--- config.mk ---
export PLATFORM = sky130hd
export DESIGN_NAME = booth_pp_accumulator
export DESIGN_NICKNAME = d
export VERILOG_FILES = /design/src/rtl/booth_pkg.sv /design/src/rtl/booth_shift_add.sv /design/src/rtl/booth_pp_accumulator.sv
export SDC_FILE = /design/constraint.sdc
export NUM_CORES = 1
export LEC_CHECK = 0
export BUFFER_PORTS_ARGS = -buffer_cell sky130_fd_sc_hd__buf_2
export CAP_MARGIN = 20
export CORE_AREA = 2 2 79 157
export CTS_CLUSTER_SIZE = 25
export DETAILED_ROUTE_END_ITERATION = 7
export DIE_AREA = 0 0 81 159
export SLEW_MARGIN = 20
export SYNTH_ARGS = -nofsm -noshare
export SYNTH_HDL_FRONTEND = slang
export SYNTH_SLANG_ARGS = --single-unit
--- constraint.sdc ---
create_clock -name clk -period 3.95 [get_ports clk]
set_input_delay 0.1975 -clock clk [delete_from_list [all_inputs] [get_ports clk]]
set_output_delay 0.1975 -clock clk [all_outputs]
set_load 0.05 [all_outputs]
--- src/rtl/booth_pkg.sv ---
// Shared types and sizing for the radix-4 Booth partial-product accumulator.
// Provides the FSM state enum, operand widths and the index width.
package booth_pkg;

    localparam int N_PP  = 5;
    localparam int PP_W  = 16;
    localparam int SHIFT = 2;
    localparam int IDX_W = $clog2(N_PP);
    localparam int SH_W  = $clog2(SHIFT * (N_PP - 1) + 1);

    typedef enum logic [1:0] {
        IDLE = 2'd0,
        ACC  = 2'd1,
        DONE = 2'd2
    } state_t;

endpackage

--- src/rtl/booth_shift_add.sv ---
// Combinational step of the accumulator: acc + (pp << SHIFT*idx), modulo 2^PP_W.
// Ports: acc_i (running sum), pp_i (partial product), idx_i (weight index), sum_o.
module booth_shift_add
    import booth_pkg::*;
(
    input  logic [PP_W-1:0]  acc_i,
    input  logic [PP_W-1:0]  pp_i,
    input  logic [IDX_W-1:0] idx_i,
    output logic [PP_W-1:0]  sum_o
);

    logic [SH_W-1:0] sh;
    logic [PP_W-1:0] pp_sh;

    // Bits shifted past the top are dropped; the add wraps naturally.
    assign sh    = SH_W'(SHIFT) * SH_W'(idx_i);
    assign pp_sh = pp_i << sh;
    assign sum_o = acc_i + pp_sh;

endmodule

--- src/rtl/booth_pp_accumulator.sv ---
// Captures five Booth partial products, sums PPi*4^i over five cycles and
// offers the 16-bit product P on an out_valid/out_ready handshake.
// Ports: clk, rst_n, in_valid/in_ready, PP0..PP4, out_valid/out_ready, P, busy.
module booth_pp_accumulator
    import booth_pkg::*;
(
    input  logic            clk,
    input  logic            rst_n,
    input  logic            in_valid,
    output logic            in_ready,
    input  logic [PP_W-1:0] PP0,
    input  logic [PP_W-1:0] PP1,
    input  logic [PP_W-1:0] PP2,
    input  logic [PP_W-1:0] PP3,
    input  logic [PP_W-1:0] PP4,
    output logic            out_valid,
    input  logic            out_ready,
    output logic [PP_W-1:0] P,
    output logic            busy
);

    state_t           state_q;
    logic [PP_W-1:0]  acc_q;
    logic [PP_W-1:0]  acc_d;
    logic [IDX_W-1:0] idx_q;
    logic [PP_W-1:0]  pp_q [N_PP];
    logic             in_ready_q;
    logic             out_valid_q;
    logic             busy_q;

    booth_shift_add u_shift_add (
        .acc_i (acc_q),
        .pp_i  (pp_q[idx_q]),
        .idx_i (idx_q),
        .sum_o (acc_d)
    );

    always_ff @(posedge clk or negedge rst_n) begin
        if (!rst_n) begin
            state_q     <= IDLE;
            acc_q       <= '0;
            idx_q       <= '0;
            in_ready_q  <= 1'b1;
            out_valid_q <= 1'b0;
            busy_q      <= 1'b0;
            for (int i = 0; i < N_PP; i++) begin
                pp_q[i] <= '0;
            end
        end else begin
            unique case (state_q)
                IDLE: begin
                    if (in_valid) begin
                        pp_q[0]    <= PP0;
                        pp_q[1]    <= PP1;
                        pp_q[2]    <= PP2;
                        pp_q[3]    <= PP3;
                        pp_q[4]    <= PP4;
                        acc_q      <= '0;
                        idx_q      <= '0;
                        state_q    <= ACC;
                        in_ready_q <= 1'b0;
                        busy_q     <= 1'b1;
                    end
                end
                ACC: begin
                    acc_q <= acc_d;
                    idx_q <= idx_q + 1'b1;
                    if (idx_q == IDX_W'(N_PP - 1)) begin
                        idx_q       <= '0;
                        state_q     <= DONE;
                        out_valid_q <= 1'b1;
                    end
                end
                DONE: begin
                    // in_ready stays low here, so no same-cycle re-accept.
                    if (out_ready) begin
                        state_q     <= IDLE;
                        out_valid_q <= 1'b0;
                        busy_q      <= 1'b0;
                        in_ready_q  <= 1'b1;
                    end
                end
                default: begin
                    state_q     <= IDLE;
                    out_valid_q <= 1'b0;
                    busy_q      <= 1'b0;
                    in_ready_q  <= 1'b1;
                end
            endcase
        end
    end

    assign in_ready  = in_ready_q;
    assign out_valid = out_valid_q;
    assign busy      = busy_q;
    assign P         = acc_q;

endmodule
==> results.toml, run 1 <==
[final_layout]
syn_to_final_growth_pct = 20.3
seqCellArea_mm2 = 0.00215
diodes = 0
multiInputGateArea_mm2 = 0.00231
drive_gt1_share_pct = 36.1
fill_cells = 1126
nets = 606

[clocking]
cts_tree = "yes"
cts_setup_buffers = 0
htree_levels = 3
cts-root-buf = "clkbuf_16"
cts_buffers = 9
cts_max_path_buffers = 2
clock_latency_ps = 340
numClockSinks = 86
ctsResizeCount = 0
hold_buffers = 0
clk_pin_slew_ps = 60

[timing]
finClkSkew_ps = 11.0
worstMarginPinSlew_ps = 789
finalWorstSetupSlack_ps = 227
fin_crit_sh_pct = 94.3
finalSetupTns_ps = 0
min_period_ps = 3720
grt_setup_unrepaired = "no"
slew_headroom_pct = 47.4
fmax_ghz = 0.269
setup-violations-final = 0
finalHoldViolations = 0
slew_violations = 0

[place]
pre_cts_slack_ps = 272
dp_hpwl_um = 8590
io_buffer_count = 84
place_congestion = 0.845

[worst_setup_path]
cp.required_ps = 4180
cp.arrival_ps = 3950
r2r-start = "idx_q[0]"
startpoint = "idx_q[0]"
path_class = "reg2reg"
worst-path-max-fanout = 8
cp-end-kind = "flop"
startpoint_type = "flop"

[floorplanning]
num_rows = 56
coreArea_mm2 = 0.0116
io_pins = 103
die_w_um = 81
die_h_um = 159
initial_core_util_pct = 39.7
die-area_mm2 = 0.0129

[power_and_ir_drop]
power.density_mw_per_mm2 = 1090
leakage_nw = 2.53
vdd_drop_max_mv = 0.442
finalPower_mw = 6.07

[synthesis]
ys_types = 50
synth_area_mm2 = 0.00462
seq_area_frac_synth_pct = 46.6
ys_async_sr_fraction_pct = 100
synthCells = 420
synth_enable_flop_cells = 0
synth.net_count = 522
synth_seq_cells = 86
yosysWarnings = 0
avgSynthCellArea_um2 = 11.0
synth_ff_type = "dfrtp_1"

[global_routing]
grt_usage_pct = 19.0
grt_max_degree = 87
grt_pass1_vias = 3772
grt_remaining_overflow = 0
antenna_found_initial = 0
grt_pass1_wl_um = 18400

[worst_hold_path]
hold_start = "PP3[1]"
hp-class = "in2reg"

[status]
status = "finished clean"

[drt]
drt_iter0_markers = 138
drc_errors = 0
wl_per_cell_um = 17.6
routed_wl_um = 11500
vias = 3539
ant_nets = 0
viasPerCell = 5.41
dr.pass1.iters = 4

[job]
cap_viol_max_count = 0
[final timing paths]
kind                       endpoint  slack [ps]  depth (start not counted)
hold / removal             pp_q[17]          80                          2
hold reg to reg               P[15]         470                          1
min in group asynchronous      busy         480                          2
setup reg to reg              P[14]         230                         14
setup / recovery              P[14]         230                         14
max in group asynchronous  pp_q[55]        2920                          2
[report_power, final]
group	internal [mW]	leakage, nW	switching [mW]	total (mW)
logic	1.55	1.37	1.98	3.53
registers	1.35	1.02	0.319	1.67
clock network	0.524	0.146	0.340	0.864
total	3.43	2.53	2.64	6.07
[synth_stat cells (all sizes together), types with 2 or more instances]
| master | number | area [µm²] |
|---|---|---|
| nand2 | 31 | 116 |
| a211oi | 4 | 30.0 |
| xnor2 | 4 | 35.0 |
| o22ai | 12 | 75.1 |
| a31oi | 5 | 31.3 |
| buf | 18 | 85.1 |
| a21o | 8 | 60.1 |
| a21oi | 26 | 134 |
| mux2 | 66 | 743 |
| nor3 | 5 | 25.0 |
| o22a | 2 | 17.5 |
| ha | 17 | 213 |
| inv | 12 | 45.0 |
| clkbuf | 6 | 22.5 |
| o32ai | 3 | 26.3 |
| nor2b | 5 | 31.3 |
| a32o | 2 | 20.0 |
| o21ai | 20 | 104 |
| nand3b | 2 | 15.0 |
| mux4 | 4 | 90.1 |
| a221o | 2 | 20.0 |
| o21bai | 4 | 30.0 |
| xor2 | 4 | 35.0 |
| or3 | 3 | 18.8 |
| nor2 | 29 | 109 |
| dfrtp | 85 | 2130 |
| mux2i | 13 | 130 |
| nand3 | 5 | 25.0 |
| nand2b | 6 | 37.5 |
[worst max-delay path, stage by stage, from the launching register on]
cell and delay [ps]:
dfrtp_1 560, mux4_2 560, inv_1 70, o32ai_1 100
o21ai_1 220, nor2_1 60, a31oi_1 140, o22ai_1 120
ha_1 380, and4_1 270, o21ai_1 110, a21oi_2 70
o311a_1 350, or3_1 330, a32o_1 260
[stage by stage]
stage,hold slack (ps),area [µm²],util (%),cells
after floorplan,-98.1,4620,-,420
after detailed placement,433,5240,45.0,637
after CTS,77.4,5540,47.6,653
final,83.2,5550,47.7,654
after global placement,430,5240,45.0,637
after global routing,75.4,5550,47.7,654
[sequential cells by signal, summed over array words and instances, names as in the netlist]
name,count
P,16
busy,1
in_ready,1
idx_q,3
state_q,2
pp_q,62
out_valid,1
[area by class of cell]
cell class	count	area share [%]
sequential	86	38.8
multi-input combinational	297	41.7
clock inverter	3	0.766
timing repair buffer	97	9.94
clock buffer	13	4.69
inverter	13	0.879
tap	145	3.27
[layer usage]
layer / global-route usage (%) / vias to the layer above / part of all wire [%]
met4: 10.6 / 0 / 4.2
li1: - / 1692 / -
met2: 34.4 / 90 / 56
met5: 0 / - / 0
met3: 2.66 / 29 / 3.2
met1: 20.2 / 1728 / 37
[logic make-up after synthesis]
| group | count (synthesis) | share of synthesized area [%] |
|---|---|---|
| buffers and inverters | 37 | 3.39 |
| AOI/OAI and AO/OA | 95 | 13.2 |
| and+or+nand+nor | 93 | 9.35 |
| adders and majority gates | 18 | 5.04 |
| DFF | 86 | 46.6 |
| xor gates and xnor gates | 8 | 1.52 |
| muxes | 83 | 20.9 |
[layout by cell type, fill, tap and decap left out, types with 2 or more instances in the layout]
master,n
nand3_1,5
mux2i_1,13
a21oi_1,25
o32ai_1,3
o21ai_0,17
a211oi_1,4
dfrtp_1,85
buf_4,10
mux4_2,4
a31oi_1,5
mux2_2,66
a21o_1,8
buf_2,83
xor2_1,4
clkbuf_8,2
nand2b_1,6
inv_1,12
nor2b_1,4
or3_1,3
clkbuf_1,2
o22a_1,2
nor2_1,29
o21ai_1,2
nor3_1,5
buf_12,2
a32o_1,2
a221o_1,2
o22ai_1,12
nand3b_1,2
nand2_1,31
ha_1,17
clkbuf_16,9
o21bai_1,4
xnor2_1,4
Note: power is estimated with default switching activity, not from simulation.
==> run 2: changes to the inputs <==
--- a/config.mk
+++ b/config.mk
@@ -5,13 +5,15 @@
 export SDC_FILE = /design/constraint.sdc
 export NUM_CORES = 1
 export LEC_CHECK = 0
+export ABC_AREA = 0
 export BUFFER_PORTS_ARGS = -buffer_cell sky130_fd_sc_hd__buf_2
 export CAP_MARGIN = 20
-export CORE_AREA = 2 2 79 157
+export CORE_AREA = 2 2 89 177
 export CTS_CLUSTER_SIZE = 25
 export DETAILED_ROUTE_END_ITERATION = 7
-export DIE_AREA = 0 0 81 159
+export DIE_AREA = 0 0 91 179
 export SLEW_MARGIN = 20
 export SYNTH_ARGS = -nofsm -noshare
 export SYNTH_HDL_FRONTEND = slang
+export SYNTH_HIERARCHICAL = 1
 export SYNTH_SLANG_ARGS = --single-unit
==> results.toml, run 2 <==
[timing]
worstMarginPinSlew_ps = 705
min_period_ps = 3540
finalHoldViolations = 0
slew_violations = 0
fmax_ghz = 0.282
finClkSkew_ps = 8.30
slew_headroom_pct = 53.0
finalSetupTns_ps = 0
grt_setup_unrepaired = "no"
setup-violations-final = 0
holdWs_ps = 70.2
fin_crit_sh_pct = 89.6

[floorplanning]
io_pins = 103
die_h_um = 179
initial_core_util_pct = 39.1
die_w_um = 91
die-area_mm2 = 0.0163
num_rows = 64
coreArea_mm2 = 0.0151

[synthesis]
synth_top_cell_by_area = "dfrtp_1"
ys_types = 50
synthCells = 524
synth_ff_type = "dfrtp_1"
synthTopCellsByCount = "103 x dfrtp_1, 76 x mux2_2, 49 x nand2_1"
ys_async_sr_fraction_pct = 100
avgSynthCellArea_um2 = 11.2
synth_seq_cells = 104
synth_area_mm2 = 0.00588
yosysWarnings = 6
synth_area_leaders = "dfrtp_1 44%, mux2_2 15%, mux2_4 5.9%"
synth_enable_flop_cells = 0
synth_top_area_share_pct = 43.8
seq_area_frac_synth_pct = 44.3
synth.net_count = 626
yosysMostFrequentCell = "dfrtp_1"

[place]
dp_hpwl_um = 10700
io_buffer_count = 102
place_area_mm2 = 0.00659
place_congestion = 0.904

[drt]
ant_nets = 0
drc_errors = 0
dr.pass1.iters = 4
viasPerCell = 5.16
vias = 4264
drt_iter0_markers = 219
wl_per_cell_um = 17.2
routed_wl_um = 14200

[worst_setup_path]
worstPathCellList = "buf_4 > mux2_2 > a221o_1 > mux2i_1 > nor2_1 > a21oi_2 > nor2_1 > ha_1 > a21oi_1 > o221ai_1 > a21oi_2 > o21ai_0 > xnor2_1 > nand2_1 > o21ai_0"
cp.arrival_ps = 3760
cp.required_ps = 4170
slowest_delay_ps = 410
cp-end-kind = "flop"
worst-path-max-fanout = 8
cp_slowest_cell = "dfrtp_1"
path_class = "reg2reg"
startpoint_type = "flop"

[global_routing]
grt_pass1_vias = 4340
antenna_found_initial = 0
grt_usage_pct = 18.1
grt_remaining_overflow = 0
grt_max_degree = 79
grt_pass1_wl_um = 23000

[final_layout]
fill_cells = 1471
finalInstanceArea_mm2 = 0.00690
final_cell_mix = "102 x dfrtp_1, 101 x buf_2, 76 x mux2_2"
nets = 725
syn_to_final_growth_pct = 17.2
regMostFlops = "pp_q"
drive_gt1_share_pct = 38.5
largest_register_ff_count = 80
diodes = 0
mostFrequentLayoutCell = "dfrtp_1"

[clocking]
cts_max_path_buffers = 2
clock_latency_ps = 350
cts_tree = "yes"
clk_pin_slew_ps = 80
numClockSinks = 104
htree_levels = 3
cts_setup_buffers = 0
cts-root-buf = "clkbuf_16"
cts_buffers = 9

[job]
cap_viol_max_count = 0

[worst_hold_path]
hp-class = "in2reg"

[status]
status = "finished clean"
run 2: cell types whose count changed after synthesis, sizes merged, moves of 11 or more:
| cell | before | now |
|---|---|---|
| dfrtp | 85 | 103 |
| mux2i | 13 | 30 |
| a221o | 2 | 13 |
| mux2 | 66 | 99 |
| o21ai | 20 | 34 |
| nand2 | 31 | 49 |
run 2: worst max-delay path: cells and delay by family, from the launching register on:
family,cells,cell delay (ps)
AOI/OAI and AO/OA,7,1500
DFF,1,410
xor gates and xnor gates,1,140
adders and majority gates,1,350
buffers and inverters,1,210
and+or+nand+nor,3,210
muxes,2,590
run 2: kinds of logic (layout without fill, tap and decap cells):
kind of cell	Yosys count	after routing	share of synthesized area (%)
AO/OA/AOI/OAI	103	103	11.2
XOR/XNOR	13	13	1.94
adder cells (fa/ha/maj)	18	18	3.96
buffers and inverters	40	144	3.79
flip-flops	104	104	44.3
multiplexers	130	130	25.9
AND/OR/NAND/NOR	116	116	8.98
run 2: final cells by class:
class	count	area, µm²	share of cell area, %
timing repair buffer	119	659	9.56
tap	198	248	3.59
inverter	9	33.8	0.490
sequential	104	2610	37.8
clock buffer	9	225	3.27
multi-input combinational	380	3070	44.4
clock inverter	7	61.3	0.889
run 2: worst paths after layout:
| check | from | to | slack, ps | depth (start not counted) |
|---|---|---|---|---|
| max | idx_q[2] | P[12] | 410 | 15 |
| min | PP2[15] | pp_q[47] | 70 | 2 |
| max reg2reg | idx_q[2] | P[12] | 410 | 15 |
| min reg2reg | busy | busy | 500 | 1 |
| max in group asynchronous | rst_n | pp_q[60] | 2670 | 3 |
| min in group asynchronous | rst_n | pp_q[5] | 460 | 2 |
run 2: repair_timing:
item,in CTS,in global routing
gates resized for setup,0,3
endpoints found under the hold margin,0,76
hold buffers,0,1
endpoints found under the setup margin,0,5
run 2: metal layers:
layer / wire length, µm / track usage [%] / vias up
met5: 0 / 0 / -
met4: 204 / 5.30 / 0
met3: 519 / 3.19 / 12
met2: 6830 / 29.5 / 96
met1: 6650 / 24.7 / 2072
li1: - / - / 2084
run 2: metrics by stage:
step | utilization [%] | std cells | worst slack, ps
2_1_floorplan | - | 524 | 639
3_3_place_gp | 43.8 | 809 | 196
3_5_place_dp | 43.8 | 809 | 224
4_1_cts | 45.7 | 825 | 206
5_1_grt | 45.8 | 826 | 42.1
6_report | 45.8 | 826 | 410
Power of run 2 is not shown: default switching activity piles up to over one toggle a cycle in this logic, so the estimate is an artifact.
